`config.mk`:
```
export PLATFORM = sky130hd
export DESIGN_NAME = ex_gcd_gcd_client
export DESIGN_NICKNAME = d
export VERILOG_FILES = /design/src/rtl/ex_gcd_gcd_client.sv
export SDC_FILE = /design/constraint.sdc
export NUM_CORES = 1
export LEC_CHECK = 0
export CAP_MARGIN = 0
export CORE_UTILIZATION = 57
export CTS_CLUSTER_DIAMETER = 200
export DETAILED_ROUTE_END_ITERATION = 8
export PLACE_DENSITY_LB_ADDON = 0.08
export REMOVE_ABC_BUFFERS = 1
export SLEW_MARGIN = 20
export SYNTH_ARGS = -nofsm -noshare
export SYNTH_HDL_FRONTEND = slang
export SYNTH_SLANG_ARGS = --single-unit
```
`constraint.sdc`:
```
create_clock -name clk -period 6.4 [get_ports clk]
set_input_delay 0.64 -clock clk [delete_from_list [all_inputs] [get_ports clk]]
set_output_delay 0.64 -clock clk [all_outputs]
set_load 0.05 [all_outputs]
```
`src/rtl/ex_gcd_gcd_client.sv`:
```
// GCD requester: LFSR operand pairs, <=p_max_outstanding in flight, checksum of results; outputs are registered-state only.
// Latency: first req_val the cycle after cfg go, 1 req/cycle; stalls on req_rdy or full window. Optional EX_GCD_CLIENT_PERF_EN adds cycle_count_o.
module ex_gcd_gcd_client #(
  parameter int p_nbits           = 16,
  parameter int p_max_outstanding = 2
) (
  input  logic                 clk,
  input  logic                 reset,
  input  logic                 cfg_val_i,
  output logic                 cfg_rdy_o,
  input  logic [15:0]          cfg_count_i,
  input  logic [p_nbits-1:0]   cfg_seed_i,
  output logic                 req_val_o,
  input  logic                 req_rdy_i,
  output logic [2*p_nbits-1:0] req_msg_o,
  input  logic                 resp_val_i,
  output logic                 resp_rdy_o,
  input  logic [p_nbits-1:0]   resp_msg_i,
  output logic                 busy_o,
  output logic                 done_o,
  output logic [p_nbits-1:0]   checksum_o
`ifdef EX_GCD_CLIENT_PERF_EN
  ,
  output logic [31:0]          cycle_count_o
`endif
);

  localparam int OW = $clog2(p_max_outstanding + 1);
  localparam logic [OW-1:0] MAX_OUT = OW'(p_max_outstanding);
  localparam logic [p_nbits-1:0] POLY = p_nbits'(16'hB400);

  typedef enum logic [1:0] {S_IDLE, S_RUN, S_DONE} state_t;

  state_t             state_q, state_d;
  logic [p_nbits-1:0] lfsr_q, lfsr_d;
  logic [15:0]        count_q, count_d;
  logic [15:0]        sent_q, sent_d;
  logic [15:0]        recv_q, recv_d;
  logic [OW-1:0]      outs_q, outs_d;
  logic [p_nbits-1:0] checksum_q, checksum_d;
  logic               cfg_go, req_go, resp_go;

  function automatic logic [p_nbits-1:0] step(input logic [p_nbits-1:0] s);
    return (s >> 1) ^ (s[0] ? POLY : '0);
  endfunction

  assign cfg_rdy_o  = (state_q != S_RUN);
  assign req_val_o  = (state_q == S_RUN) && (sent_q < count_q) && (outs_q < MAX_OUT);
  assign resp_rdy_o = (state_q == S_RUN) && (outs_q != '0);
  assign req_msg_o  = {lfsr_q, step(lfsr_q)};
  assign busy_o     = (state_q == S_RUN);
  assign done_o     = (state_q == S_DONE);
  assign checksum_o = checksum_q;

  assign cfg_go  = cfg_val_i && cfg_rdy_o;
  assign req_go  = req_val_o && req_rdy_i;
  assign resp_go = resp_val_i && resp_rdy_o;

  always_comb begin
    state_d    = state_q;
    lfsr_d     = lfsr_q;
    count_d    = count_q;
    sent_d     = sent_q;
    recv_d     = recv_q;
    outs_d     = outs_q;
    checksum_d = checksum_q;
    case (state_q)
      S_IDLE, S_DONE: begin
        if (cfg_go) begin
          count_d    = cfg_count_i;
          lfsr_d     = (cfg_seed_i == '0) ? p_nbits'(1) : cfg_seed_i;
          sent_d     = '0;
          recv_d     = '0;
          outs_d     = '0;
          checksum_d = '0;
          state_d    = (cfg_count_i == 16'd0) ? S_DONE : S_RUN;
        end
      end
      S_RUN: begin
        // Each request consumes two LFSR steps: one per operand.
        if (req_go) begin
          lfsr_d = step(step(lfsr_q));
          sent_d = sent_q + 16'd1;
        end
        if (resp_go) begin
          checksum_d = checksum_q + resp_msg_i;
          recv_d     = recv_q + 16'd1;
          if (recv_d == count_q) state_d = S_DONE;
        end
        if (req_go && !resp_go)      outs_d = outs_q + OW'(1);
        else if (!req_go && resp_go) outs_d = outs_q - OW'(1);
      end
      default: state_d = S_IDLE;
    endcase
  end

  always_ff @(posedge clk) begin
    if (reset) begin
      state_q    <= S_IDLE;
      lfsr_q     <= p_nbits'(1);
      count_q    <= '0;
      sent_q     <= '0;
      recv_q     <= '0;
      outs_q     <= '0;
      checksum_q <= '0;
    end else begin
      state_q    <= state_d;
      lfsr_q     <= lfsr_d;
      count_q    <= count_d;
      sent_q     <= sent_d;
      recv_q     <= recv_d;
      outs_q     <= outs_d;
      checksum_q <= checksum_d;
    end
  end

`ifdef EX_GCD_CLIENT_PERF_EN
  logic [31:0] cyc_q, cyc_d;

  always_comb begin
    cyc_d = cyc_q;
    if (cfg_go)                                    cyc_d = '0;
    else if ((state_q == S_RUN) && (cyc_q != '1)) cyc_d = cyc_q + 32'd1;
  end

  always_ff @(posedge clk) begin
    if (reset) cyc_q <= '0;
    else       cyc_q <= cyc_d;
  end

  assign cycle_count_o = cyc_q;
`endif

`ifndef SYNTHESIS
  a_handshake_known: assert property (@(posedge clk) disable iff (reset)
    !$isunknown({req_val_o, req_rdy_i, resp_val_i, resp_rdy_o}));
  a_resp_without_req: assert property (@(posedge clk) disable iff (reset)
    ((state_q == S_RUN) && resp_val_i) |-> (outs_q != '0));
`endif

endmodule

```
---- Yosys cells after proc, flatten, opt, wreduce, memory -nomap -nowiden ----
Cells that the tools add are included.
word-level totals
  register bits ........................... 84
  input bits .............................. 53
  output and inout port bits .............. 53
  logic and storage cells ................. 68
operators by class
  add/subtract/negate cells ............... 5
  magnitude comparators ................... 2
  equal/unequal tests ..................... 9
  mux-type cells .......................... 22
  bitwise logic cells ..................... 2
  reduce and logical (&&, ||, !) cells .... 21
operators with widths
  operator               number
  $mux 16                9
  $pmux 16 s2            4
  $add 16x1->16 const B  2
  $logic_not 16->1       2
  $xor 15x16->16         2
  $add 16x16->16         1
  $eq 16x16->1           1
  $lt 16x16->1           1
  $mux 2                 7
  $reduce_and 3->1       4
  $logic_and 1x1->1      8
  $ne 2x1->1 const B     4
  $pmux 2 s2             2
  $reduce_bool 2->1      2
  $ne 3x1->1 const B     1
  $add 2x1->2 const B    1
  $eq 2x1->1 const B     1
  $eq 2x2->1 const B     1
  $logic_not 1->1        2
  $logic_not 2->1        1
  $lt 2x2->1 const B     1
  $ne 2x2->1 const B     1
  $reduce_and 2->1       1
  $reduce_or 2->1        1
  $sub 2x1->2 const B    1

---- Longest topological paths before layout ----
  depth in word-level cells ............... 9
  gate-level depth with buffers ........... 11
  depth with buffers taken out ............ 9

---- Least setup slack after synthesis ----
OpenSTA, ideal clock, no wires.
  kind .................................... register -> output
  start ................................... register count_q[13]
  end ..................................... output req_val_o
  arrival ................................. 2.496 ns
  required time ........................... 5.760 ns
  slack ................................... 3.264 ns
  cell stages (with the launch flop) ...... 9
  buffers on the path ..................... 1
  path through ............................ dfxtp_1 inv_1 ha_1 a21o_1 a21o_1 a2111oi_4 o41ai_4 buf_6 nor2_1
on the way
  word-level cells in the longest chain between the ends .. 3
ends and longest elaborated chain
  what                             RTL line  source
  from (decl)                      36        logic [15:0] count_q, count_d;
  from (signal assigned)           109       count_q <= count_d;
  $lt 16x16->1                     48        assign req_val_o = (state_q == S_RUN) && (sent_q < count_q) && (outs_q < MAX_OUT);
  $logic_and 1x1->1 (2 in series)  48
  to (decl)                        13        output logic req_val_o,
Every way passes these cells.

---- Worst setup path after layout ----
  start ................................... register count_q[15]
  end ..................................... output req_val_o
Same word-level chain as after synthesis.

==> results.sh <==
export IMPL_synthesis_area_um2=5660
export IMPL_gp_congestion=0.862
export IMPL_grt_pass1_vias=5061
export IMPL_routed_top_layer="met4"
export IMPL_ctsResizeCount=0
export IMPL_final_nets=865
export IMPL_drt_iter0_drc=263
export IMPL_p_leak_uw=0.00262
export IMPL_place_area_um2=6650
export IMPL_drive_above_1_share_pct=7.02
export IMPL_via_per_inst=5.88
export IMPL_relSlewSlack_pct=31.5
export IMPL_synth_distinct_cells=63
export IMPL_setup_viol=0
export IMPL_start_util_pct=58.4
export IMPL_grt_usage_pct=28.7
export IMPL_synth_common_cells="99 x nand2_1, 84 x dfxtp_1, 73 x a21oi_1"
export IMPL_synth_adder_area_share_pct=7.43
export IMPL_cts_tree="done"
export IMPL_reg2regPathDepth=10
export IMPL_drv_cap=0
export IMPL_rows=36
export IMPL_cts_hold_fix_buffers=0
export IMPL_post_cts_setup_buffers=0
export IMPL_wl_met2_um=7030
export IMPL_synth_xor_area_share_pct=6.65
export IMPL_fin_skew_ns=0.0141
export IMPL_status="complete, no violations"
export IMPL_fmax_mhz=254
export IMPL_period_minus_slack_ns=3.94
export IMPL_hpwlAfterDp_um=10300
export IMPL_ys_seq_area_share_pct=29.7
export IMPL_first_pass_iters=4
export IMPL_port_buffers=105
export IMPL_hold_path_depth=2
export IMPL_wl_met3_um=775
export IMPL_peakVddDrop_uv=167
export IMPL_ys_flop_type="dfxtp_1"
export IMPL_end_kind="output port"
export IMPL_synth_cells=712
export IMPL_synth_async_sr_flop_share_pct=0
export IMPL_design_core_area_um2=9680
export IMPL_clock_path_buffers=2
export IMPL_setup_tns_final_ns=0
export IMPL_cts_htree_levels=3
export IMPL_yosysTopAreaCellShare_pct=29.7
export IMPL_fillers=779
export IMPL_antenna_found_initial=0
export IMPL_yosys_area_top_type="dfxtp_1"
export IMPL_synth_compound_area_share_pct=17.0
export IMPL_path_class="reg2out"
export IMPL_synth_seq_cells=84
export IMPL_drv_slew=0
export IMPL_powerDensity_nw_per_um2=190
export IMPL_synth_edf_count=0
export IMPL_grt_overflow_total=0
export IMPL_path_max_fanout=17
export IMPL_synth_simple_area_share_pct=26.7
export IMPL_crit_required_ns=5.76
export IMPL_worstPathArrival_ns=3.30
export IMPL_syn_to_final_growth_pct=21.1
export IMPL_clock_latency_ns=0.37
export IMPL_n_antenna_cell=0
export IMPL_synth_top_family_by_area="simple AND/OR/NAND/NOR gates"
export IMPL_synth_area_leaders="dfxtp_1 30%, ha_1 7.1%, nand2_1 6.6%, a21oi_1 6.5%, xnor2_1 3.7%"
export IMPL_wl_per_cell_um=15.9
export IMPL_tightest_slew_ns=1.02
export IMPL_die_area_um2=10300
export IMPL_synth_mux_area_fraction_pct=6.23
export IMPL_grt_pass1_wl_um=23500
export IMPL_clk_pin_slew_ns=0.08
export IMPL_postRouteAntennaNets=0
export IMPL_rsz0062_at_grt="false"
export IMPL_root_buffer="clkbuf_8"
export IMPL_finalCritPeriodShare_pct=61.5
export IMPL_start_kind="flip-flop"
export IMPL_met1Wirelength_um=6570
export IMPL_yosysWarnings=0
export IMPL_finalInstanceArea_um2=6850
export IMPL_hold_violations=0
export IMPL_die_width_um=102
export IMPL_ios=106
export IMPL_grt_max_degree=100
export IMPL_synth_most_common_cell="nand2_1"
export IMPL_avgSynthCellArea_um2=7.95
export IMPL_wl_um=14600
export IMPL_dieHeight_um=102
export IMPL_clkSinkCount=84
export IMPL_drc_errors=0
export IMPL_cts_buffers=9
export IMPL_min_path_type="reg2reg"
export IMPL_vias=5389
metrics by stage:
stage / setup slack, ns / cells / util [%] / hold WS [ns] / total power (uW)
3_3_place_gp: 2.92 / 901 / 68.7 / 0.463 / 909
3_5_place_dp: 2.88 / 901 / 68.7 / 0.480 / 914
5_1_grt: 2.24 / 917 / 70.8 / 0.510 / 1360
6_report: 2.46 / 917 / 70.8 / 0.487 / 1300
2_1_floorplan: 2.70 / 655 / - / 0.447 / 783
4_1_cts: 2.46 / 917 / 70.8 / 0.491 / 1310
power breakdown:
| group | internal, uW | switching (uW) |
|---|---|---|
| Combinational | 135 | 207 |
| Clock | 201 | 197 |
| Sequential | 541 | 22.0 |
| Total | 876 | 426 |
cell type report:
cell class / instances / area [um^2] / area share [%]
clock inverters: 4 / 47.5 / 0.694
well taps: 133 / 166 / 2.43
inverters: 19 / 71.3 / 1.04
repair buffers: 113 / 1110 / 16.1
flip-flops and latches: 84 / 1680 / 24.5
multi-input cells: 552 / 3620 / 52.9
clock buffers: 12 / 155 / 2.26
path summary, 6_finish.rpt:
path,start,endpoint,slack (ns)
setup / recovery,count_q[15],req_val_o,2.46
setup reg to reg,state_q[0],recv_q[9],3.51
hold / removal,sent_q[15],sent_q[15],0.49
hold reg to reg,sent_q[15],sent_q[15],0.49
worst max-delay path, stage by stage, from the launching register on:
cell and delay, ns:
dfxtp_1 0.36, inv_1 0.05, ha_1 0.34, nand4_1 0.26, o41ai_4 1.02, nor2_1 0.14
clkdlybuf4s50_1 0.76
layout by cell type, fill, tap and decap left out, drive strengths merged, types with 2 or more instances in the layout:
master,netlist,layout
or2,3,3
mux2i,18,18
buf,24,9
inv,19,19
mux2,13,13
and2,3,3
a31o,2,2
clkinv,0,2
xnor2,24,24
a21oi,74,74
a32o,2,2
o21ai,24,24
ha,32,32
nor2b,19,19
nand2b,7,7
nand3,30,30
a21o,12,12
nand3b,4,4
nand4,16,16
a211o,3,3
clkdlybuf4s50,0,104
or3,18,18
and4,3,3
xor2,19,19
nor4b,2,2
nor3,14,14
nor2,39,39
a31oi,7,7
nand2,99,99
clkbuf,33,12
dfxtp,84,84
o21a,6,6
nor4,25,25
a311oi,2,2
o31ai,2,2
a211oi,3,3
and3,9,9
registers in the layout, indices dropped and copies added, names as in the netlist:
signal and flops:
lfsr_q 16, count_q 16, recv_q 16, state_q 2
outs_q 2, checksum_o 16, sent_q 16
cells by family after synthesis:
kind of cell    after synthesis
compound gates              149
flops                        84
buf+inv                      76
fa+ha+maj                    33
simple gates                296
mux                          31
xor+xnor                     43
metal layers:
metal	vias up	global-route usage [%]
li1	2656	-
met1	2560	36.8
met2	158	48.2
met3	15	4.97
met4	0	10.7
met5	-	0
(Power assumes the default switching activity.)
